File: src/rtl/mig_arb_pkg.sv
// Shared types and constants for the MIG app-port arbiter: FSM states, MIG
// command encodings and default address/data widths.
package mig_arb_pkg;

  localparam int ADDR_W_DEFAULT = 29;
  localparam int DATA_W_DEFAULT = 256;

  localparam logic [2:0] CMD_WRITE = 3'b000;
  localparam logic [2:0] CMD_READ  = 3'b001;

  typedef enum logic [1:0] {
    S_CALIB = 2'd0,
    S_IDLE  = 2'd1,
    S_WRITE = 2'd2,
    S_READ  = 2'd3
  } state_e;

endpackage

File: src/rtl/mig_app_arbiter_if.sv
// Requester, read-return and MIG app-port signals of mig_app_arbiter.
// slave = the arbiter, master = the surrounding requesters and MIG model.
interface mig_app_arbiter_if
  import mig_arb_pkg::*;
#(
  parameter int ADDR_W  = ADDR_W_DEFAULT,
  parameter int DATA_W  = DATA_W_DEFAULT,
  parameter int MAX_OUT = 16
);
  localparam int CNT_W = $clog2(MAX_OUT) + 1;

  logic              init_calib_complete;
  logic              wr_req;
  logic [ADDR_W-1:0] wr_addr;
  logic [DATA_W-1:0] wr_data;
  logic              wr_ack;
  logic              rd_req;
  logic [ADDR_W-1:0] rd_addr;
  logic              rd_ack;
  logic [DATA_W-1:0] rd_data;
  logic              rd_valid;
  logic [ADDR_W-1:0] app_addr;
  logic [2:0]        app_cmd;
  logic              app_en;
  logic [DATA_W-1:0] app_wdf_data;
  logic              app_wdf_wren;
  logic              app_wdf_end;
  logic              app_rdy;
  logic              app_wdf_rdy;
  logic [DATA_W-1:0] app_rd_data;
  logic              app_rd_data_valid;
  logic [CNT_W-1:0]  rd_outstanding;

  modport slave (
    input  init_calib_complete, wr_req, wr_addr, wr_data, rd_req, rd_addr,
           app_rdy, app_wdf_rdy, app_rd_data, app_rd_data_valid,
    output wr_ack, rd_ack, rd_data, rd_valid, app_addr, app_cmd, app_en,
           app_wdf_data, app_wdf_wren, app_wdf_end, rd_outstanding
  );

  modport master (
    output init_calib_complete, wr_req, wr_addr, wr_data, rd_req, rd_addr,
           app_rdy, app_wdf_rdy, app_rd_data, app_rd_data_valid,
    input  wr_ack, rd_ack, rd_data, rd_valid, app_addr, app_cmd, app_en,
           app_wdf_data, app_wdf_wren, app_wdf_end, rd_outstanding
  );

endinterface

File: src/rtl/mig_arb_rd_tracker.sv
// Saturating count of reads accepted by the MIG whose data has not yet
// returned; simultaneous inc/dec leaves the count unchanged.
module mig_arb_rd_tracker #(
  parameter int MAX_OUT = 16
) (
  input  logic                     clk,
  input  logic                     rst_n,
  input  logic                     inc,
  input  logic                     dec,
  output logic                     full,
  output logic [$clog2(MAX_OUT):0] count
);
  localparam int                CNT_W   = $clog2(MAX_OUT) + 1;
  localparam logic [CNT_W-1:0] MAX_CNT = CNT_W'(MAX_OUT);
  localparam logic [CNT_W-1:0] ONE     = CNT_W'(1);

  logic [CNT_W-1:0] count_q, count_d;

  // Next count: guarded at both ends so it can never wrap.
  always_comb begin
    count_d = count_q;
    case ({inc, dec})
      2'b10: begin
        if (count_q != MAX_CNT) count_d = count_q + ONE;
        else                    count_d = count_q;
      end
      2'b01: begin
        if (count_q != {CNT_W{1'b0}}) count_d = count_q - ONE;
        else                          count_d = count_q;
      end
      default: count_d = count_q;
    endcase
  end

  // Count register.
  always_ff @(posedge clk or negedge rst_n) begin
    if (!rst_n) count_q <= {CNT_W{1'b0}};
    else        count_q <= count_d;
  end

  assign full  = (count_q == MAX_CNT);
  assign count = count_q;

endmodule

File: src/rtl/mig_app_arbiter.sv
// Arbitrates one write and one read requester onto the MIG app port.
// Define MIG_ARB_RR_EN for round-robin; otherwise read has fixed priority.
module mig_app_arbiter
  import mig_arb_pkg::*;
#(
  parameter int ADDR_W  = ADDR_W_DEFAULT,
  parameter int DATA_W  = DATA_W_DEFAULT,
  parameter int MAX_OUT = 16
) (
  input  logic             ui_clk,
  input  logic             sys_rst,
  mig_app_arbiter_if.slave bus
);
  localparam int CNT_W = $clog2(MAX_OUT) + 1;

  state_e            state_q, state_d;
  logic [ADDR_W-1:0] app_addr_q, app_addr_d;
  logic [DATA_W-1:0] app_wdf_data_q, app_wdf_data_d;
  logic [2:0]        app_cmd_q, app_cmd_d;
  logic              app_en_q, app_en_d;
  logic              app_wdf_wren_q, app_wdf_wren_d;
  logic [DATA_W-1:0] rd_data_q;
  logic              rd_valid_q;
  logic              rd_elig_s, grant_wr_s, grant_rd_s, rd_accept_s, rd_full_s;
  logic [CNT_W-1:0]  rd_count_s;

`ifdef MIG_ARB_RR_EN
  logic last_wr_q;

  // Port served most recently; reset value makes read win the first tie.
  always_ff @(posedge ui_clk or negedge sys_rst) begin
    if (!sys_rst)        last_wr_q <= 1'b1;
    else if (grant_wr_s) last_wr_q <= 1'b1;
    else if (grant_rd_s) last_wr_q <= 1'b0;
    else                 last_wr_q <= last_wr_q;
  end
`endif

  // Grant decision, only while idle; reads are held off once the tracker is full.
  always_comb begin
    grant_wr_s = 1'b0;
    grant_rd_s = 1'b0;
    rd_elig_s  = bus.rd_req && !rd_full_s;
    if (state_q == S_IDLE) begin
`ifdef MIG_ARB_RR_EN
      if (rd_elig_s && bus.wr_req) begin
        grant_rd_s = last_wr_q;
        grant_wr_s = !last_wr_q;
      end else begin
        grant_rd_s = rd_elig_s;
        grant_wr_s = bus.wr_req;
      end
`else
      grant_rd_s = rd_elig_s;
      grant_wr_s = bus.wr_req && !rd_elig_s;
`endif
    end else begin
      grant_wr_s = 1'b0;
      grant_rd_s = 1'b0;
    end
  end

  // Next state and command capture; the command is held until the MIG takes it.
  always_comb begin
    state_d        = state_q;
    app_addr_d     = app_addr_q;
    app_wdf_data_d = app_wdf_data_q;
    app_cmd_d      = app_cmd_q;
    app_en_d       = app_en_q;
    app_wdf_wren_d = app_wdf_wren_q;
    case (state_q)
      S_CALIB: begin
        if (bus.init_calib_complete) state_d = S_IDLE;
        else                         state_d = S_CALIB;
      end
      S_IDLE: begin
        if (grant_wr_s) begin
          state_d        = S_WRITE;
          app_addr_d     = bus.wr_addr;
          app_wdf_data_d = bus.wr_data;
          app_cmd_d      = CMD_WRITE;
          app_en_d       = 1'b1;
          app_wdf_wren_d = 1'b1;
        end else if (grant_rd_s) begin
          state_d        = S_READ;
          app_addr_d     = bus.rd_addr;
          app_cmd_d      = CMD_READ;
          app_en_d       = 1'b1;
          app_wdf_wren_d = 1'b0;
        end else begin
          state_d = S_IDLE;
        end
      end
      S_WRITE: begin
        if (bus.app_rdy && bus.app_wdf_rdy) begin
          state_d        = S_IDLE;
          app_en_d       = 1'b0;
          app_wdf_wren_d = 1'b0;
        end else begin
          state_d = S_WRITE;
        end
      end
      S_READ: begin
        if (bus.app_rdy) begin
          state_d  = S_IDLE;
          app_en_d = 1'b0;
        end else begin
          state_d = S_READ;
        end
      end
      default: begin
        state_d        = S_CALIB;
        app_en_d       = 1'b0;
        app_wdf_wren_d = 1'b0;
      end
    endcase
  end

  // State and MIG command registers.
  always_ff @(posedge ui_clk or negedge sys_rst) begin
    if (!sys_rst) begin
      state_q        <= S_CALIB;
      app_addr_q     <= {ADDR_W{1'b0}};
      app_wdf_data_q <= {DATA_W{1'b0}};
      app_cmd_q      <= CMD_WRITE;
      app_en_q       <= 1'b0;
      app_wdf_wren_q <= 1'b0;
    end else begin
      state_q        <= state_d;
      app_addr_q     <= app_addr_d;
      app_wdf_data_q <= app_wdf_data_d;
      app_cmd_q      <= app_cmd_d;
      app_en_q       <= app_en_d;
      app_wdf_wren_q <= app_wdf_wren_d;
    end
  end

  // Read return is forwarded even when no read is outstanding.
  always_ff @(posedge ui_clk or negedge sys_rst) begin
    if (!sys_rst) begin
      rd_data_q  <= {DATA_W{1'b0}};
      rd_valid_q <= 1'b0;
    end else begin
      rd_data_q  <= bus.app_rd_data;
      rd_valid_q <= bus.app_rd_data_valid;
    end
  end

  assign rd_accept_s = (state_q == S_READ) && bus.app_rdy;

  mig_arb_rd_tracker #(.MAX_OUT(MAX_OUT)) u_rd_tracker (
    .clk   (ui_clk),
    .rst_n (sys_rst),
    .inc   (rd_accept_s),
    .dec   (bus.app_rd_data_valid),
    .full  (rd_full_s),
    .count (rd_count_s)
  );

  assign bus.wr_ack         = grant_wr_s;
  assign bus.rd_ack         = grant_rd_s;
  assign bus.app_addr       = app_addr_q;
  assign bus.app_wdf_data   = app_wdf_data_q;
  assign bus.app_cmd        = app_cmd_q;
  assign bus.app_en         = app_en_q;
  assign bus.app_wdf_wren   = app_wdf_wren_q;
  assign bus.app_wdf_end    = app_wdf_wren_q;
  assign bus.rd_data        = rd_data_q;
  assign bus.rd_valid       = rd_valid_q;
  assign bus.rd_outstanding = rd_count_s;

endmodule

File: src/flat_wrapper.sv
// flat-port wrapper written by rule: the top's interface ports become plain ports
module mig_app_arbiter_flat import mig_arb_pkg::*;
#(
  parameter int ADDR_W  = ADDR_W_DEFAULT,
  parameter int DATA_W  = DATA_W_DEFAULT,
  parameter int MAX_OUT = 16
)
  (ui_clk, sys_rst, bus_init_calib_complete, bus_wr_req, bus_wr_addr, bus_wr_data, bus_rd_req, bus_rd_addr, bus_app_rdy, bus_app_wdf_rdy, bus_app_rd_data, bus_app_rd_data_valid, bus_wr_ack, bus_rd_ack, bus_rd_data, bus_rd_valid, bus_app_addr, bus_app_cmd, bus_app_en, bus_app_wdf_data, bus_app_wdf_wren, bus_app_wdf_end, bus_rd_outstanding);
  mig_app_arbiter_if #(.ADDR_W(ADDR_W), .DATA_W(DATA_W), .MAX_OUT(MAX_OUT)) bus_i ();
  input  logic ui_clk;
  input  logic sys_rst;
  input wire logic [$bits(bus_i.init_calib_complete)-1:0] bus_init_calib_complete;
  input wire logic [$bits(bus_i.wr_req)-1:0] bus_wr_req;
  input wire logic [$bits(bus_i.wr_addr)-1:0] bus_wr_addr;
  input wire logic [$bits(bus_i.wr_data)-1:0] bus_wr_data;
  input wire logic [$bits(bus_i.rd_req)-1:0] bus_rd_req;
  input wire logic [$bits(bus_i.rd_addr)-1:0] bus_rd_addr;
  input wire logic [$bits(bus_i.app_rdy)-1:0] bus_app_rdy;
  input wire logic [$bits(bus_i.app_wdf_rdy)-1:0] bus_app_wdf_rdy;
  input wire logic [$bits(bus_i.app_rd_data)-1:0] bus_app_rd_data;
  input wire logic [$bits(bus_i.app_rd_data_valid)-1:0] bus_app_rd_data_valid;
  output wire logic [$bits(bus_i.wr_ack)-1:0] bus_wr_ack;
  output wire logic [$bits(bus_i.rd_ack)-1:0] bus_rd_ack;
  output wire logic [$bits(bus_i.rd_data)-1:0] bus_rd_data;
  output wire logic [$bits(bus_i.rd_valid)-1:0] bus_rd_valid;
  output wire logic [$bits(bus_i.app_addr)-1:0] bus_app_addr;
  output wire logic [$bits(bus_i.app_cmd)-1:0] bus_app_cmd;
  output wire logic [$bits(bus_i.app_en)-1:0] bus_app_en;
  output wire logic [$bits(bus_i.app_wdf_data)-1:0] bus_app_wdf_data;
  output wire logic [$bits(bus_i.app_wdf_wren)-1:0] bus_app_wdf_wren;
  output wire logic [$bits(bus_i.app_wdf_end)-1:0] bus_app_wdf_end;
  output wire logic [$bits(bus_i.rd_outstanding)-1:0] bus_rd_outstanding;
  assign bus_i.init_calib_complete = bus_init_calib_complete;
  assign bus_i.wr_req = bus_wr_req;
  assign bus_i.wr_addr = bus_wr_addr;
  assign bus_i.wr_data = bus_wr_data;
  assign bus_i.rd_req = bus_rd_req;
  assign bus_i.rd_addr = bus_rd_addr;
  assign bus_i.app_rdy = bus_app_rdy;
  assign bus_i.app_wdf_rdy = bus_app_wdf_rdy;
  assign bus_i.app_rd_data = bus_app_rd_data;
  assign bus_i.app_rd_data_valid = bus_app_rd_data_valid;
  assign bus_wr_ack = bus_i.wr_ack;
  assign bus_rd_ack = bus_i.rd_ack;
  assign bus_rd_data = bus_i.rd_data;
  assign bus_rd_valid = bus_i.rd_valid;
  assign bus_app_addr = bus_i.app_addr;
  assign bus_app_cmd = bus_i.app_cmd;
  assign bus_app_en = bus_i.app_en;
  assign bus_app_wdf_data = bus_i.app_wdf_data;
  assign bus_app_wdf_wren = bus_i.app_wdf_wren;
  assign bus_app_wdf_end = bus_i.app_wdf_end;
  assign bus_rd_outstanding = bus_i.rd_outstanding;
  mig_app_arbiter #(.ADDR_W(ADDR_W), .DATA_W(DATA_W), .MAX_OUT(MAX_OUT)) u_core (.ui_clk(ui_clk), .sys_rst(sys_rst), .bus(bus_i));
endmodule
File: config.mk
export PLATFORM = sky130hd
export DESIGN_NAME = mig_app_arbiter_flat
export DESIGN_NICKNAME = d
export VERILOG_FILES = /design/src/rtl/mig_arb_pkg.sv /design/src/rtl/mig_app_arbiter_if.sv /design/src/rtl/mig_arb_rd_tracker.sv /design/src/rtl/mig_app_arbiter.sv /design/src/flat_wrapper.sv
export SDC_FILE = /design/constraint.sdc
export NUM_CORES = 1
export LEC_CHECK = 0
export CORE_AREA = 4 4 445 447
export DETAILED_ROUTE_END_ITERATION = 16
export DIE_AREA = 0 0 449 451
export DONT_BUFFER_PORTS = 1
export SLEW_MARGIN = 10
export SYNTH_ARGS = -nofsm -noshare
export SYNTH_HDL_FRONTEND = slang
export SYNTH_HIERARCHICAL = 1
export SYNTH_SLANG_ARGS = --single-unit
File: constraint.sdc
create_clock -name ui_clk -period 6.7 [get_ports ui_clk]
set_clock_uncertainty 0.05 [all_clocks]
set_input_delay 1.005 -clock ui_clk [delete_from_list [all_inputs] [get_ports ui_clk]]
set_output_delay 1.005 -clock ui_clk [all_outputs]
set_load 0.05 [all_outputs]
==> results of run 1 <==
-- repair_timing --
item	4_1_cts	5_1_grt
setup endpoints to repair	0	0
gates resized for setup	0	0
endpoints found under the hold margin	410	83
-- final cells by class --
class	count	area (um2)
diodes	33	82.6
clock buffers	91	2040
clock inverters	42	472
fillers	21600	170000
inverters	3	11.3
multi-input cells	398	4700
flip-flops and latches	552	13800
well taps	2542	3180
repair buffers	11	188
-- worst max-delay path: stages (launching register included) --
cell and delay [ps]:
dfrtp_1 640, nor4_1 710, and2_1 250, nand2b_4 130, buf_4 400, nor2_1 360
-- flip-flops by register name (all words and copies together) (netlist names) --
name	cells
u_core/bus.rd_data	256
u_core/bus.app_addr	29
u_core/bus.app_cmd	1
u_core/bus.app_en	1
u_core/bus.app_wdf_data	256
u_core/bus.rd_valid	1
u_core/state_q	2
u_core/bus.app_wdf_end	1
u_core/u_rd_tracker/count	5
-- per-stage QoR --
step | instances | util | power, uW | worst slack (ps) | cell area [um2]
after floorplan | 1005 | - | 10000 | 3330 | 19100
after global placement | 3502 | 0.112 | 11400 | 2920 | 21800
after detailed placement | 3502 | 0.112 | 11500 | 2910 | 21800
after CTS | 3635 | 0.125 | 15800 | 2280 | 24300
after global routing | 3652 | 0.126 | 16100 | 2210 | 24400
final | 3672 | 0.126 | 15500 | 2440 | 24500
-- layer usage --
metal	global-route usage	vias up
li1	-	3653
met4	0.0514	60
met1	0.117	5309
met3	0.112	437
met2	0.231	1140
met5	0	-
-- cells in the final DEF (no fill, tap or decap), drive strengths merged, types with 7 or more instances in the layout --
master / count
and3b: 29
nor2: 7
dfrtp: 552
diode: 33
mux2: 257
clkbuf: 91
o21ai: 7
buf: 11
clkinv: 22
a31oi: 29
inv: 11
o2bb2ai: 29
-- kinds of logic (layout without fill, tap and decap cells) --
kind of cell / Yosys count / in the layout / share of synthesized area
buffers and inverters: 55 / 147 / 0.0325
AOI/OAI and AO/OA: 74 / 74 / 0.0283
xor gates and xnor gates: 4 / 4 / 0.00183
other: 1 / 35 / 0.000196
and+or+nand+nor: 59 / 59 / 0.0226
muxes: 258 / 258 / 0.191
DFF: 552 / 552 / 0.723
adders and majority gates: 1 / 1 / 0.000654
-- worst min-delay path by stage --
stage	start	end	depth (start not counted)
4_1_cts	sys_rst	u_core/bus.rd_data[105]	0
3_5_place_dp	u_core/state_q[1]	u_core/state_q[1]	2
2_1_floorplan	u_core/state_q[1]	u_core/state_q[1]	2
5_1_grt	sys_rst	u_core/bus.rd_data[105]	1
3_3_place_gp	u_core/state_q[1]	u_core/state_q[1]	2
6_report	sys_rst	u_core/bus.rd_data[105]	1
-- power by group through the flow --
stage | combinational, uW | sequential, uW | clock (uW)
3_3_place_gp | 1750 | 9680 | 0
4_1_cts | 1830 | 9610 | 4380
2_1_floorplan | 1690 | 8310 | 0
6_report | 1890 | 9410 | 4200
5_1_grt | 2020 | 9540 | 4510
3_5_place_dp | 1800 | 9680 | 0
==> flow_summary.ini, run 1 <==
[routing]
highest_layer = met5
drt_iter0_drc = 760
ant_nets = 0
wire_per_inst_um = 39.1
wl_met1_mm = 41.3
num_vias = 10600
wl_mm = 144
drc = 0
wl_met3_mm = 25.9
drtPass1Iterations = 5
via_per_inst = 2.89
wl_met2_mm = 69.9

[logic_synthesis]
synthCells = 1004
synth_edf_count = 0
ys_top_cells_by_count = dfrtp_1 (552), mux2_4 (201), mux2_2 (56)
seq_area_frac_synth = 0.723
syn_area_um2 = 19100
ys_ff_latch = 552
async_flop_share = 1.00
synth.top_cell.area_share = 0.723
yosys.area.top_type = dfrtp_1
ys_types = 41
synth.most_common_cell = dfrtp_1
synth_flop_cell = dfrtp_1
avgSynthCellArea_um2 = 19.0
ys_warn_count = 6
synth_area_leaders = dfrtp_1 (72%), mux2_4 (16%), mux2_2 (3.3%)

[clock_tree]
cts-htree-levels = 3
clkSlewWorstSetupHoldPaths_ps = 70
cts_setup_buffers = 0
root_buffer = clkbuf_16
cts.sinks = 552
insertion_delay_ps = 680
cts_tree = yes
cts_buffer_depth = 3
cts_buffers = 74

[placed_design]
numPortBuffers = 0
hpwl_mm = 122
gp_congestion = 0.998

[finish]
area_growth_pct = 28.1
drive_gt1_frac = 0.366
fin_nets = 1619

[floorplanning]
die-area_um2 = 202000
coreArea_um2 = 194000
die_y_um = 451
rows = 162
num_io_pins = 1133
die_x_um = 449
start_util = 0.0984

[setup_path]
r2r_end = u_core/bus.app_wdf_data[15]
setup.worst_path.start = u_core/u_rd_tracker/count[0]
crit_path_start_kind = flip-flop
worstSetupEndpoint = bus_rd_ack
cp.required_ps = 5640
reg2reg_slack_ps = 2950
cp.arrival_ps = 3210
regToRegStartpoint = u_core/u_rd_tracker/count[0]
path_class = reg2out
reg2reg_depth = 6
cp-end-kind = primary output
path_max_fanout = 31

[sta]
max_freq_mhz = 235
setup_viol = 0
hold_viol = 0
rsz0062_at_grt = no
slew_violations = 0
tightest_slew_ps = 1060
slew_headroom = 0.296
worst_hold_slack_ps = 170
post-route-period-util = 0.636
tns_ps = 0
fin_crit_ps = 4260

[global_routing]
grt_max_degree = 553
grt_pass1_vias = 10300
grt_remaining_overflow = 0
grt_usage = 0.136
grt_pass1_wl_mm = 167
antenna_found_initial = 229

[power_and_ir_drop]
power.density_nw_per_um2 = 633
combPwrFrac = 0.122
swShare = 0.492
switching_power_uw = 7640
leakage_uw = 0.00984
p_seq_frac = 0.607
ir_drop_mv = 0.192
pwr-share-clk = 0.271
p_int_uw = 7870

[outcome]
status = complete, no violations

[flow_run]
maxCapViolCount = 0

[hold_path]
hold_class = in2async
(Power assumes the default switching activity.)
==> inputs of run 2 (changes only) <==
- clock period: 6.7 -> 4 ns (I/O delays scaled with it)
==> run 2 against run 1 <==
Compared with the run above:
- power up 76%
- cell area up 23%
- die area unchanged
- critical path depth up 1
- count of clock-buffer cells in the layout down 1
- clock power up 79%
- utilization up 2.9 points
- combinational power up 110%
- non-clock buffer count up 544
- sequential share of layout area down 11 points
- worst hold slack worse by 79 ps
- routed wire length up 3.4%
- critical path type unchanged
- critical endpoint unchanged
- largest power group unchanged
==> flow_summary.ini, run 2 (same netlist as run 1, synthesis figures left out) <==
[outcome]
status = complete, no violations

[routing]
wl_mm = 148
num_vias = 12800
ant_nets = 0
via_per_inst = 3.05
drtPass1Iterations = 7
drt_iter0_drc = 1052
drc = 0
wire_per_inst_um = 35.2

[setup_path]
cp-end-kind = primary output
crit_family = simple AND/OR/NAND/NOR gates
cp.arrival_ps = 2900
slowest_delay_ps = 610
cp_num_buf_inv = 2
path_max_fanout = 31
cp.required_ps = 3350
regToRegStartpoint = u_core/u_rd_tracker/count[3]
reg2reg_slack_ps = 1010
r2r_end = u_core/bus.app_wdf_data[215]
crit_path_start_kind = flip-flop
slowest_stage = dfrtp_1
crit_path_cell_trace = nor4_2 -> and2_1 -> nand2b_4 -> buf_4 -> nor2_1 -> buf_4
crit_path_frequent_cell = buf_4
reg2reg_depth = 7
path_class = reg2out

[clock_tree]
cts.sinks = 552
cts_buffers = 75
clkSlewWorstSetupHoldPaths_ps = 70
cts-htree-levels = 3
cts_tree = yes
root_buffer = clkbuf_16
cts_buffer_depth = 3
insertion_delay_ps = 670
cts_setup_buffers = 0

[global_routing]
grt_remaining_overflow = 0
antenna_found_initial = 172
grt_max_degree = 553
grt_usage = 0.141
grt_pass1_vias = 13300
grt_pass1_wl_mm = 180

[floorplanning]
die_y_um = 451
coreArea_um2 = 194000
start_util = 0.0984
die_x_um = 449
die-area_um2 = 202000
num_io_pins = 1133
rows = 162

[power_and_ir_drop]
ir_drop_mv = 0.321
p_seq_frac = 0.579
swShare = 0.486
combPwrFrac = 0.146
power.density_nw_per_um2 = 905
p_int_uw = 14000
pwr-share-clk = 0.275
switching_power_uw = 13200
leakage_uw = 0.0122

[hold_path]
min_to = u_core/u_rd_tracker/count[4]
hold_class = in2reg
hold_path.startpoint = bus_app_rd_data_valid
hold_depth = 2

[placed_design]
place_area_um2 = 22000
pre_cts_ws_ps = 767
gp_congestion = 1.00
dp_cells = 3518
numPortBuffers = 0
hpwl_mm = 122

[sta]
slew_headroom = 0.324
fin_crit_ps = 3550
setup_slack_ps = 454
worst_hold_slack_ps = 91.7
setup_viol = 0
slew_violations = 0
max_freq_mhz = 282
tns_ps = 0
tightest_slew_ps = 1010
hold_viol = 0
rsz0062_at_grt = no
post-route-period-util = 0.887

[finish]
final_cells = 4215
drive_gt1_frac = 0.258
layout_commonest_cell = dfrtp_1
most-common-layout-cells = dfrtp_1 (552), dlygate4sd3_1 (528), mux2_4 (201)
area_growth_pct = 57.7
fin_nets = 2164
stdcell_area_um2 = 30100

[flow_run]
maxCapViolCount = 0
-- run 2: worst register-to-register path: stages, from the launching register on --
cell and delay, ps:
dfrtp_1 610, nor4_2 450, and2_1 240, nand2b_4 160, and3_4 360, buf_12 250, buf_12 360, mux2_4 410
-- run 2: per-layer routing --
layer	global-route usage	up-vias	routed length, um
met3	0.0962	373	22700
met1	0.136	6574	47000
met4	0.0537	46	6720
li1	-	4752	-
met2	0.238	1099	71700
met5	0	-	319
-- run 2: through the flow --
stage,util,total power (uW)
final,0.155,27300
after global routing,0.155,28200
after CTS,0.154,27700
after detailed placement,0.113,19300
after global placement,0.113,19200
after floorplan,-,16700
-- run 2: worst max-delay path by stage --
stage	cells past startpoint	to	slack, ps	start
after floorplan	8	bus_wr_ack	1030	u_core/u_rd_tracker/count[1]
after global placement	7	u_core/bus.app_wdf_data[143]	820	u_core/u_rd_tracker/count[3]
after detailed placement	7	u_core/bus.app_wdf_data[228]	770	u_core/u_rd_tracker/count[3]
after CTS	6	bus_rd_ack	50	u_core/u_rd_tracker/count[3]
after global routing	7	bus_rd_ack	210	u_core/u_rd_tracker/count[2]
final	6	bus_rd_ack	450	u_core/u_rd_tracker/count[3]
-- run 2: what timing repair did --
| item | CTS | global route |
|---|---|---|
| hold endpoints to repair | 1078 | 155 |
| resized for setup | 0 | 1 |
| hold buffers | 527 | 2 |
| setup endpoints to repair | 0 | 1 |
-- run 2: area by class of cell --
cell class                 instances  area, um2
timing repair buffer             555       5660
clock buffer                      90       2050
sequential                       552      13800
multi-input combinational        398       4710
inverter                           3       11.3
antenna                           30       75.1
clock inverter                    45        639
tap                             2542       3180
fill                           21200     164000
-- run 2: power groups by stage --
stage	Clock, uW	Sequential, uW	Combinational, uW
after global placement	0	16100	3100
after detailed placement	0	16100	3190
after global routing	8020	15900	4210
after CTS	7800	16000	3830
after floorplan	0	13900	2820
final	7500	15800	3970
==> inputs of run 3 (changes only) <==
- HOLD_SLACK_MARGIN: default -> 0.02
- clock period: 4 -> 3.84 ns (I/O delays scaled with it)
==> run 3 against run 2 <==
Compared with the run above:
- sequential share of layout area is 0.24 points higher
- count of clock-buffer cells in the layout is 1 higher
- die area stayed put
- critical path depth is 1 higher
- largest cell class unchanged
- non-clock buffer count is 9 higher
- critical endpoint unchanged
- register-to-register slack worse by 160 ps
==> flow_summary.ini, run 3 (same netlist as run 1, synthesis figures left out) <==
[routing]
wl_mm = 147
via_per_inst = 3.04
drt_iter0_drc = 1344
drtPass1Iterations = 5
wire_per_inst_um = 34.8
drc = 0
num_vias = 12900
ant_nets = 0

[setup_path]
cp-end-kind = primary output
worstSetupEndpoint = bus_rd_ack
crit_family = buffers and inverters
setup.worst_path.start = u_core/u_rd_tracker/count[3]
r2r_end = u_core/bus.app_wdf_data[210]
crit_path_frequent_cell = buf_4
path_depth = 7
path_max_fanout = 31
cp.arrival_ps = 2850
cp_num_buf_inv = 3
slowest_delay_ps = 610
crit_path_cell_trace = nor4_1 -> buf_4 -> and2_1 -> nand2b_4 -> buf_4 -> nor2_1 -> buf_4
regToRegStartpoint = u_core/u_rd_tracker/count[3]
reg2reg_depth = 8
reg2reg_slack_ps = 850
crit_path_start_kind = flip-flop
cp.required_ps = 3210
slowest_stage = dfrtp_1
path_class = reg2out

[sta]
tns_ps = 0
slew_headroom = 0.270
tightest_slew_ps = 1090
post-route-period-util = 0.906
hold_viol = 0
setup_viol = 0
slew_violations = 0
fin_crit_ps = 3480
max_freq_mhz = 287
rsz0062_at_grt = no
setup_slack_ps = 361

[global_routing]
grt_remaining_overflow = 0
grt_pass1_wl_mm = 176
grt_usage = 0.139
antenna_found_initial = 174
grt_max_degree = 553
grt_pass1_vias = 13100

[clock_tree]
root_buffer = clkbuf_16
cts_resized = 0
cts_buffer_depth = 3
cts_buffers = 71
clkSlewWorstSetupHoldPaths_ps = 60
cts.sinks = 552
insertion_delay_ps = 690
cts_tree = yes
cts-htree-levels = 3

[finish]
fin_nets = 2169
most-common-layout-cells = dfrtp_1 (552), dlygate4sd3_1 (540), mux2_4 (201)
drive_gt1_frac = 0.249
final_util = 0.154
nFillCells = 21200
area_growth_pct = 56.8
stdcell_area_um2 = 30000
layout_commonest_cell = dfrtp_1

[power_and_ir_drop]
power.density_nw_per_um2 = 920
leakage_uw = 0.0121
ir_drop_mv = 0.339

[floorplanning]
die_y_um = 451
die_x_um = 449
rows = 162
num_io_pins = 1133
start_util = 0.0984
die-area_um2 = 202000
coreArea_um2 = 194000

[flow_run]
maxCapViolCount = 0

[placed_design]
place_area_um2 = 21900
pre_cts_ws_ps = 822
hpwl_mm = 122
gp_congestion = 1.01
numPortBuffers = 0

[outcome]
status = complete, no violations

[hold_path]
hold_class = in2reg
[run 3: changes by cell type in the layout (fill, tap and decap cells not counted), moves of 3 or more]
cell and delta:
diode_2 +7, bufinv_16 -6, clkinv_4 -4, inv_6 -4
clkbuf_1 +4, clkinvlp_4 +3, clkbuf_16 -4, dlygate4sd3_1 +12
clkinv_8 +3
[run 3: cell type report]
type / count / area [um2] / area share
clock buffer: 91 / 1980 / 0.0661
timing repair buffer: 564 / 5740 / 0.191
clock inverter: 38 / 459 / 0.0153
tap: 2542 / 3180 / 0.106
multi-input combinational: 398 / 4700 / 0.157
antenna: 37 / 92.6 / 0.00309
inverter: 3 / 11.3 / 0.000376
sequential: 552 / 13800 / 0.461
[run 3: how the worst min path moves through the flow]
stage / cells after the start / slack, ps / start / to
2_1_floorplan: 0 / 230 / sys_rst / u_core/bus.app_addr[0]
3_3_place_gp: 0 / 240 / sys_rst / u_core/bus.rd_data[74]
3_5_place_dp: 0 / 240 / sys_rst / u_core/bus.app_wdf_data[79]
4_1_cts: 0 / -570 / sys_rst / u_core/bus.app_wdf_data[79]
5_1_grt: 2 / 70 / bus_wr_req / u_core/state_q[1]
6_report: 2 / 140 / bus_wr_addr[12] / u_core/bus.app_addr[12]
[run 3: repair_timing]
action	CTS	global route
endpoints found under the hold margin	1095	258
setup buffers	0	0
hold buffers	540	2
[run 3: metrics by stage]
stage	cells	hold WS, ps	power (uW)
after floorplan	1005	230	17400
after global placement	3514	242	20000
final	4225	138	27600
after detailed placement	3514	241	20100
after global routing	4210	69.1	28500
after CTS	4183	-566	28000
[run 3: where the power goes]
| part | total, uW | switching, uW | internal, uW | leakage [uW] |
|---|---|---|---|---|
| Clock | 7070 | 2960 | 4110 | 0.00118 |
| Sequential | 16400 | 9040 | 7370 | 0.00651 |
| Combinational | 4110 | 1550 | 2550 | 0.00444 |
| Total | 27600 | 13600 | 14000 | 0.0121 |
[run 3: layer usage]
metal | track usage | part of all wire
met3 | 0.0992 | 0.16
met2 | 0.236 | 0.49
met5 | 0 | 0.0013
met4 | 0.0519 | 0.046
met1 | 0.130 | 0.31
